<file path="config.mk">
export PLATFORM = sky130hd
export DESIGN_NAME = midi_note_gen
export DESIGN_NICKNAME = d
export VERILOG_FILES = /design/src/rtl/midi_pkg.sv /design/src/rtl/btn_debounce.sv /design/src/rtl/midi_note_gen.sv
export SDC_FILE = /design/constraint.sdc
export NUM_CORES = 1
export LEC_CHECK = 0
export ABC_AREA = 1
export ABC_CLOCK_PERIOD_IN_PS = 4620
export CELL_PAD_IN_SITES_DETAIL_PLACEMENT = 0
export CELL_PAD_IN_SITES_GLOBAL_PLACEMENT = 2
export CORE_MARGIN = 3
export CORE_UTILIZATION = 38
export CTS_CLUSTER_DIAMETER = 100
export CTS_CLUSTER_SIZE = 28
export DETAILED_ROUTE_END_ITERATION = 16
export GPL_TIMING_DRIVEN = 0
export PLACE_DENSITY = 0.81
export RECOVER_POWER = 25
export SLEW_MARGIN = 10
export SYNTH_ARGS = -nofsm -noshare
export SYNTH_HDL_FRONTEND = slang
export SYNTH_SLANG_ARGS = --single-unit
</file>
<file path="constraint.sdc">
create_clock -name clk -period 4.62 [get_ports clk]
set_clock_uncertainty 0.05 [all_clocks]
set_input_delay 0.462 -clock clk [delete_from_list [all_inputs] [get_ports clk]]
set_output_delay 0.462 -clock clk [all_outputs]
set_load 0.005 [all_outputs]
</file>
<file path="src/rtl/midi_pkg.sv">
// Shared types and constants for the MIDI note generator.
// Latency: none (types, constants and a pure function only).
// Backpressure: not applicable.
package midi_pkg;

  localparam logic [3:0] MIDI_NOTE_ON  = 4'h9;
  localparam logic [3:0] MIDI_NOTE_OFF = 4'h8;

  typedef enum logic {
    EV_PRESS   = 1'b0,
    EV_RELEASE = 1'b1
  } midi_ev_t;

  typedef enum logic [1:0] {
    ST_IDLE   = 2'd0,
    ST_STATUS = 2'd1,
    ST_DATA1  = 2'd2,
    ST_DATA2  = 2'd3
  } note_state_t;

  // Status byte: message type in the high nibble, channel in the low nibble.
  function automatic logic [7:0] status_byte(input midi_ev_t ev, input logic [3:0] ch);
    return {(ev == EV_PRESS) ? MIDI_NOTE_ON : MIDI_NOTE_OFF, ch};
  endfunction

endpackage

</file>
<file path="src/rtl/btn_debounce.sv">
// Two-flop synchronizer followed by a hold-time debouncer producing a clean level.
// Latency: stable_o follows a held input change DEBOUNCE_CNT+1 edges after first sampling it.
// Backpressure: none; free-running, any shorter glitch is discarded.
module btn_debounce #(
  parameter int DEBOUNCE_CNT = 1_000_000
) (
  input  logic clk,
  input  logic rst,
  input  logic btn_i,
  output logic stable_o
);

  // A DEBOUNCE_CNT of 1 still needs a 1-bit counter to stay legal.
  localparam int CW = (DEBOUNCE_CNT > 1) ? $clog2(DEBOUNCE_CNT) : 1;
  localparam logic [CW-1:0] CNT_MAX = CW'(DEBOUNCE_CNT - 1);

  logic          s1_q;
  logic          s2_q;
  logic          stable_q;
  logic [CW-1:0] cnt_q;

  // Bring the asynchronous button into the clock domain.
  always_ff @(posedge clk or negedge rst) begin
    if (!rst) begin
      s1_q <= 1'b0;
      s2_q <= 1'b0;
    end else begin
      s1_q <= btn_i;
      s2_q <= s1_q;
    end
  end

  // Accept a new level only after it has been seen for DEBOUNCE_CNT consecutive cycles.
  always_ff @(posedge clk or negedge rst) begin
    if (!rst) begin
      stable_q <= 1'b0;
      cnt_q    <= '0;
    end else if (s2_q == stable_q) begin
      cnt_q <= '0;
    end else if (cnt_q == CNT_MAX) begin
      stable_q <= s2_q;
      cnt_q    <= '0;
    end else begin
      cnt_q <= cnt_q + CW'(1);
    end
  end

  assign stable_o = stable_q;

endmodule

</file>
<file path="src/rtl/midi_note_gen.sv">
// Turns debounced button presses/releases into 3-byte MIDI Note On/Off messages.
// Latency: first byte valid DEBOUNCE_CNT+3 edges after the button is first sampled held.
// Backpressure: bytes hold until tx_ready; a 2-entry event queue buffers, extra events set overflow.
module midi_note_gen
  import midi_pkg::*;
#(
  parameter int         DEBOUNCE_CNT = 1_000_000,
  parameter logic [3:0] CHANNEL      = 4'd0,
  parameter logic [7:0] NOTE         = 8'h3C,
  parameter logic [7:0] VELOCITY     = 8'h64
) (
  input  logic       clk,
  input  logic       rst,
  input  logic       btn,
  output logic [7:0] tx_data,
  output logic       tx_valid,
  input  logic       tx_ready,
  output logic       led,
  output logic       overflow
);

  logic        stable;
  logic        stable_q;
  logic        push;
  midi_ev_t    push_ev;
  logic        push_ok;
  logic        pop;
  logic        empty;
  logic        full;
  logic [1:0]  fifo_q;
  logic        wr_ptr_q;
  logic        rd_ptr_q;
  logic [1:0]  cnt_q;
  midi_ev_t    head_ev;
  logic        overflow_q;

  note_state_t state_q;
  midi_ev_t    ev_q;
  logic        tx_valid_q;
  logic [7:0]  tx_data_q;
  logic        led_q;
  logic        hs;

  btn_debounce #(
    .DEBOUNCE_CNT(DEBOUNCE_CNT)
  ) u_debounce (
    .clk     (clk),
    .rst     (rst),
    .btn_i   (btn),
    .stable_o(stable)
  );

  // Delayed copy of the debounced level for edge detection.
  always_ff @(posedge clk or negedge rst) begin
    if (!rst) stable_q <= 1'b0;
    else      stable_q <= stable;
  end

  // A change in the debounced level is an event: rising is PRESS, falling is RELEASE.
  assign push    = stable ^ stable_q;
  assign push_ev = stable ? EV_PRESS : EV_RELEASE;

  assign empty   = (cnt_q == 2'd0);
  assign full    = (cnt_q == 2'd2);
  assign pop     = (state_q == ST_IDLE) && !empty;
  // A simultaneous pop frees a slot, so a push into a full queue still lands.
  assign push_ok = push && (!full || pop);
  assign head_ev = midi_ev_t'(fifo_q[rd_ptr_q]);
  assign hs      = tx_valid_q && tx_ready;

  // Two-entry event queue with a sticky overflow flag for dropped events.
  always_ff @(posedge clk or negedge rst) begin
    if (!rst) begin
      fifo_q     <= 2'b00;
      wr_ptr_q   <= 1'b0;
      rd_ptr_q   <= 1'b0;
      cnt_q      <= 2'd0;
      overflow_q <= 1'b0;
    end else begin
      if (push_ok) begin
        fifo_q[wr_ptr_q] <= push_ev;
        wr_ptr_q         <= ~wr_ptr_q;
      end
      if (pop) rd_ptr_q <= ~rd_ptr_q;
      case ({push_ok, pop})
        2'b10:   cnt_q <= cnt_q + 2'd1;
        2'b01:   cnt_q <= cnt_q - 2'd1;
        default: cnt_q <= cnt_q;
      endcase
      if (push && !push_ok) overflow_q <= 1'b1;
    end
  end

  // Message sequencer: pops one event and emits its three bytes with registered outputs.
  always_ff @(posedge clk or negedge rst) begin
    if (!rst) begin
      state_q    <= ST_IDLE;
      ev_q       <= EV_PRESS;
      tx_valid_q <= 1'b0;
      tx_data_q  <= 8'h00;
      led_q      <= 1'b0;
    end else begin
      case (state_q)
        ST_IDLE: begin
          if (!empty) begin
            state_q    <= ST_STATUS;
            ev_q       <= head_ev;
            tx_valid_q <= 1'b1;
            tx_data_q  <= status_byte(head_ev, CHANNEL);
            led_q      <= 1'b1;
          end
        end
        ST_STATUS: begin
          if (hs) begin
            state_q   <= ST_DATA1;
            tx_data_q <= {1'b0, NOTE[6:0]};
          end
        end
        ST_DATA1: begin
          if (hs) begin
            state_q   <= ST_DATA2;
            tx_data_q <= (ev_q == EV_PRESS) ? {1'b0, VELOCITY[6:0]} : 8'h00;
          end
        end
        ST_DATA2: begin
          if (hs) begin
            state_q    <= ST_IDLE;
            tx_valid_q <= 1'b0;
            tx_data_q  <= 8'h00;
            led_q      <= 1'b0;
          end
        end
        default: begin
          state_q    <= ST_IDLE;
          tx_valid_q <= 1'b0;
          tx_data_q  <= 8'h00;
          led_q      <= 1'b0;
        end
      endcase
    end
  end

  assign tx_data  = tx_data_q;
  assign tx_valid = tx_valid_q;
  assign led      = led_q;
  assign overflow = overflow_q;

endmodule

</file>
==> run_results.csv <==
group,metric,value,unit
logic_synthesis,synth.area.top_cells,"dfrtp_1 (48%), nand2_1 (9.8%), nor2_1 (9.1%), inv_1 (5.4%), xor2_1 (4.6%)",
logic_synthesis,synth_top_area_share,0.476,
floorplan,dieArea,6460,um2
finish,synthToLayoutAreaGrowth,15.4,%
power_and_ir_drop,p_per_area,396,nW/um2
logic_synthesis,ys_ff_latch,40,
timing,grt_setup_unrepaired,"no",
timing,relSlewSlack,0.175,
global_route,grt_max_degree,24,
power_and_ir_drop,pwr-share-clk,0.307,
global_route,grt_usage,0.149,
clock_tree,cts.sinks,40,
logic_synthesis,yosysTopAreaCell,"dfrtp_1",
logic_synthesis,avgSynthCellArea,8.17,um2
placement,io_buffers,12,
setup_path,crit_slowest_cell,"dfrtp_1",
placement,hpwl,3220,um
logic_synthesis,synthTopCellsByCount,"nand2_1 (55), nor2_1 (51), dfrtp_1 (40)",
clock_tree,clk_latency,0.29,ns
clock_tree,h-tree-depth,2,
route,routed_wl,4220,um
finish,nets,288,
logic_synthesis,synth_cell_types,27,
logic_synthesis,synth_flop_cell,"dfrtp_1",
route,post_drt_wl_per_cell,12.1,um
logic_synthesis,syn_inst,257,
power_and_ir_drop,ir_drop,214,uV
setup_path,cpPeakStageDelay,0.41,ns
power_and_ir_drop,p_leak,1.10,nW
min_path,hp-class,"input pin to async pin",
route,wl_met2,2000,um
timing,min_period,2.08,ns
floorplan,pin_count,15,
power_and_ir_drop,p_int,0.669,mW
route,wl_met1,2070,um
route,drt_iter0_markers,50,
timing,hold_viol_final,0,
clock_tree,path_clk_slew,0.09,ns
global_route,first_global_vias,1574,
timing,setup_tns,0,ns
clock_tree,cts_tree,"done",
floorplan,core.rowCount,26,
flow_run,maxCapViolations,0,
placement,gp_congestion,0.758,
finish,num-fill-cells,542,
logic_synthesis,seq_area_frac_synth,0.476,
floorplan,initial_core_util,0.401,
timing,fin_crit_sh,0.450,
logic_synthesis,post-synth-top-count-cell,"nand2_1",
clock_tree,post_cts_resized,0,
floorplan,core,5240,um2
floorplan,dieHeight,80.4,um
finish,drive_gt1_frac,0.0824,
setup_path,worstPathRequired,4.74,ns
finish,diodes,0,
timing,slew_violations,0,
logic_synthesis,synth_edf_count,0,
route,avgViaCountPerCell,4.47,
route,vias,1559,
logic_synthesis,synthArstFlopShare,1.00,
power_and_ir_drop,p_comb_frac,0.263,
power_and_ir_drop,pwr-share-seq,0.429,
timing,setup_viol,0,
route,drc,0,
setup_path,cp_top_family,"compound AO/OA/AOI/OAI gates",
setup_path,crit_arrival,2.20,ns
route,met3RoutedLength,100,um
placement,dp_slack,2.52,ns
setup_path,crit_path_max_fanout,6,
floorplan,fp.dieW,80.4,um
clock_tree,cts_buffer_depth,2,
timing,worstMarginPinSlew,1.24,ns
run_status,status,"complete, no violations",
route,drtPass1Iterations,4,
logic_synthesis,synth_warnings,0,
global_route,grt_pass1_wl,7360,um
setup_path,critPathBufInv,2,
clock_tree,cts_hold_buf,0,
setup_path,path_cells,"inv_1 > ha_1 > inv_1 > a21oi_1 > ha_1 > a21oi_1 > o21ai_0 > xor2_1",
route,routed.top_layer,"met4",
clock_tree,postCtsSetupBuffers,0,
global_route,antenna_found_initial,0,
timing,final.setup.worst_slack,2.54,ns
timing,fmax,481,MHz
setup_path,start_kind,"flop",
setup_path,worstSetupPathType,"flop to flop",
setup_path,endpoint_kind,"flop",
finish,fin_util,0.463,
route,ant_nets,0,
clock_tree,cts_root_buffer,"clkbuf_8",
power_and_ir_drop,switchingPower,0.292,mW
clock_tree,cts_buffers,5,
power_and_ir_drop,sw_frac_of_total,0.304,
global_route,overflow,0,
logic_synthesis,synth.cell_area,2100,um2
[metal layers]
metal / vias to the layer above / track usage
met3: 4 / 0.0348
met5: - / 0
li1: 835 / -
met1: 709 / 0.196
met4: 0 / 0.0405
met2: 11 / 0.246
[worst register-to-register path, delay by kind of cell, from the launching register on]
kind            cells  cell delay (ns)
fa+ha+maj           2             0.53
compound gates      3             0.59
xor+xnor            1             0.15
flops               1             0.41
buf+inv             2             0.24
[state kept, by name (all words and copies together), names as in the netlist]
| name | count |
|---|---|
| cnt_q | 2 |
| ev_q | 1 |
| fifo_q | 2 |
| led | 1 |
| overflow | 1 |
| rd_ptr_q | 1 |
| stable_q | 1 |
| state_q | 2 |
| tx_data | 5 |
| u_debounce.cnt_q | 20 |
| u_debounce.s1_q | 1 |
| u_debounce.s2_q | 1 |
| u_debounce.stable_o | 1 |
| wr_ptr_q | 1 |
[power by group through the flow]
stage / logic [mW] / clock network [mW] / registers (mW)
5_1_grt: 0.288 / 0.323 / 0.418
4_1_cts: 0.262 / 0.307 / 0.413
6_report: 0.253 / 0.296 / 0.412
2_1_floorplan: 0.153 / 0 / 0.418
3_3_place_gp: 0.258 / 0 / 0.421
3_5_place_dp: 0.261 / 0 / 0.420
[cells in the final DEF, fill, tap and decap left out, drive strengths merged]
cell type and instances:
clkdlybuf4s50 10, buf 5, and2 2, inv 31
o21ai 13, a32oi 1, a21oi 4, xor2 12
bufinv 1, nand2 57, a22oi 1, nand3 17
nor3b 1, clkinvlp 1, nand3b 1, clkbuf 7
nor3 2, a31o 1, nand4 1, xnor2 5
dfrtp 40, o31ai 1, o21bai 1, dlygate4sd3 1
ha 6, nor2 55, conb 2
[cell families (layout without fill, tap and decap cells)]
kind of cell             count (synthesis)  after routing  synth area share
other                                    1              2           0.00179
AND/OR/NAND/NOR                        136            136             0.281
flip-flops                              40             40             0.476
buffers and inverters                   35             56            0.0715
AO/OA/AOI/OAI                           22             22            0.0596
adder cells (fa/ha/maj)                  6              6            0.0357
XOR/XNOR                                17             17            0.0744
[per-stage QoR]
| step | hold WS, ns | cell area [um2] | instances | power, mW |
|---|---|---|---|---|
| 6_report | 0.260 | 2420 | 349 | 0.961 |
| 3_5_place_dp | 0.289 | 2330 | 341 | 0.681 |
| 4_1_cts | 0.0765 | 2450 | 349 | 0.982 |
| 5_1_grt | 0.324 | 2420 | 349 | 1.03 |
| 3_3_place_gp | 0.283 | 2310 | 340 | 0.680 |
| 2_1_floorplan | 0.116 | 2100 | 258 | 0.571 |
[path summary, 6_finish.rpt]
kind                                      start                   end  slack (ns)  depth (start not counted)
worst max-delay path                 state_q[0]              cnt_q[1]        2.54                          8
worst min-delay path                        rst  u_debounce.cnt_q[14]        0.26                          1
worst max register to register       state_q[0]              cnt_q[1]        2.54                          8
worst min register to register  u_debounce.s1_q       u_debounce.s2_q        0.31                          0
max in group asynchronous                   rst                   led        2.60                          2
min in group clk                u_debounce.s1_q       u_debounce.s2_q        0.31                          0
[area by class of cell]
type                       count  area, um2  share of cell area
sequential                    40       1000               0.413
clock buffer                   5       68.8              0.0284
buffer                         5       37.5              0.0155
tap                           70       87.6              0.0361
timing repair buffer          13        118              0.0485
clock inverter                 3       46.3              0.0191
inverter                      30        113              0.0464
multi-input combinational    183        953               0.393
No activity file was read; power rests on OpenSTA's default activity.
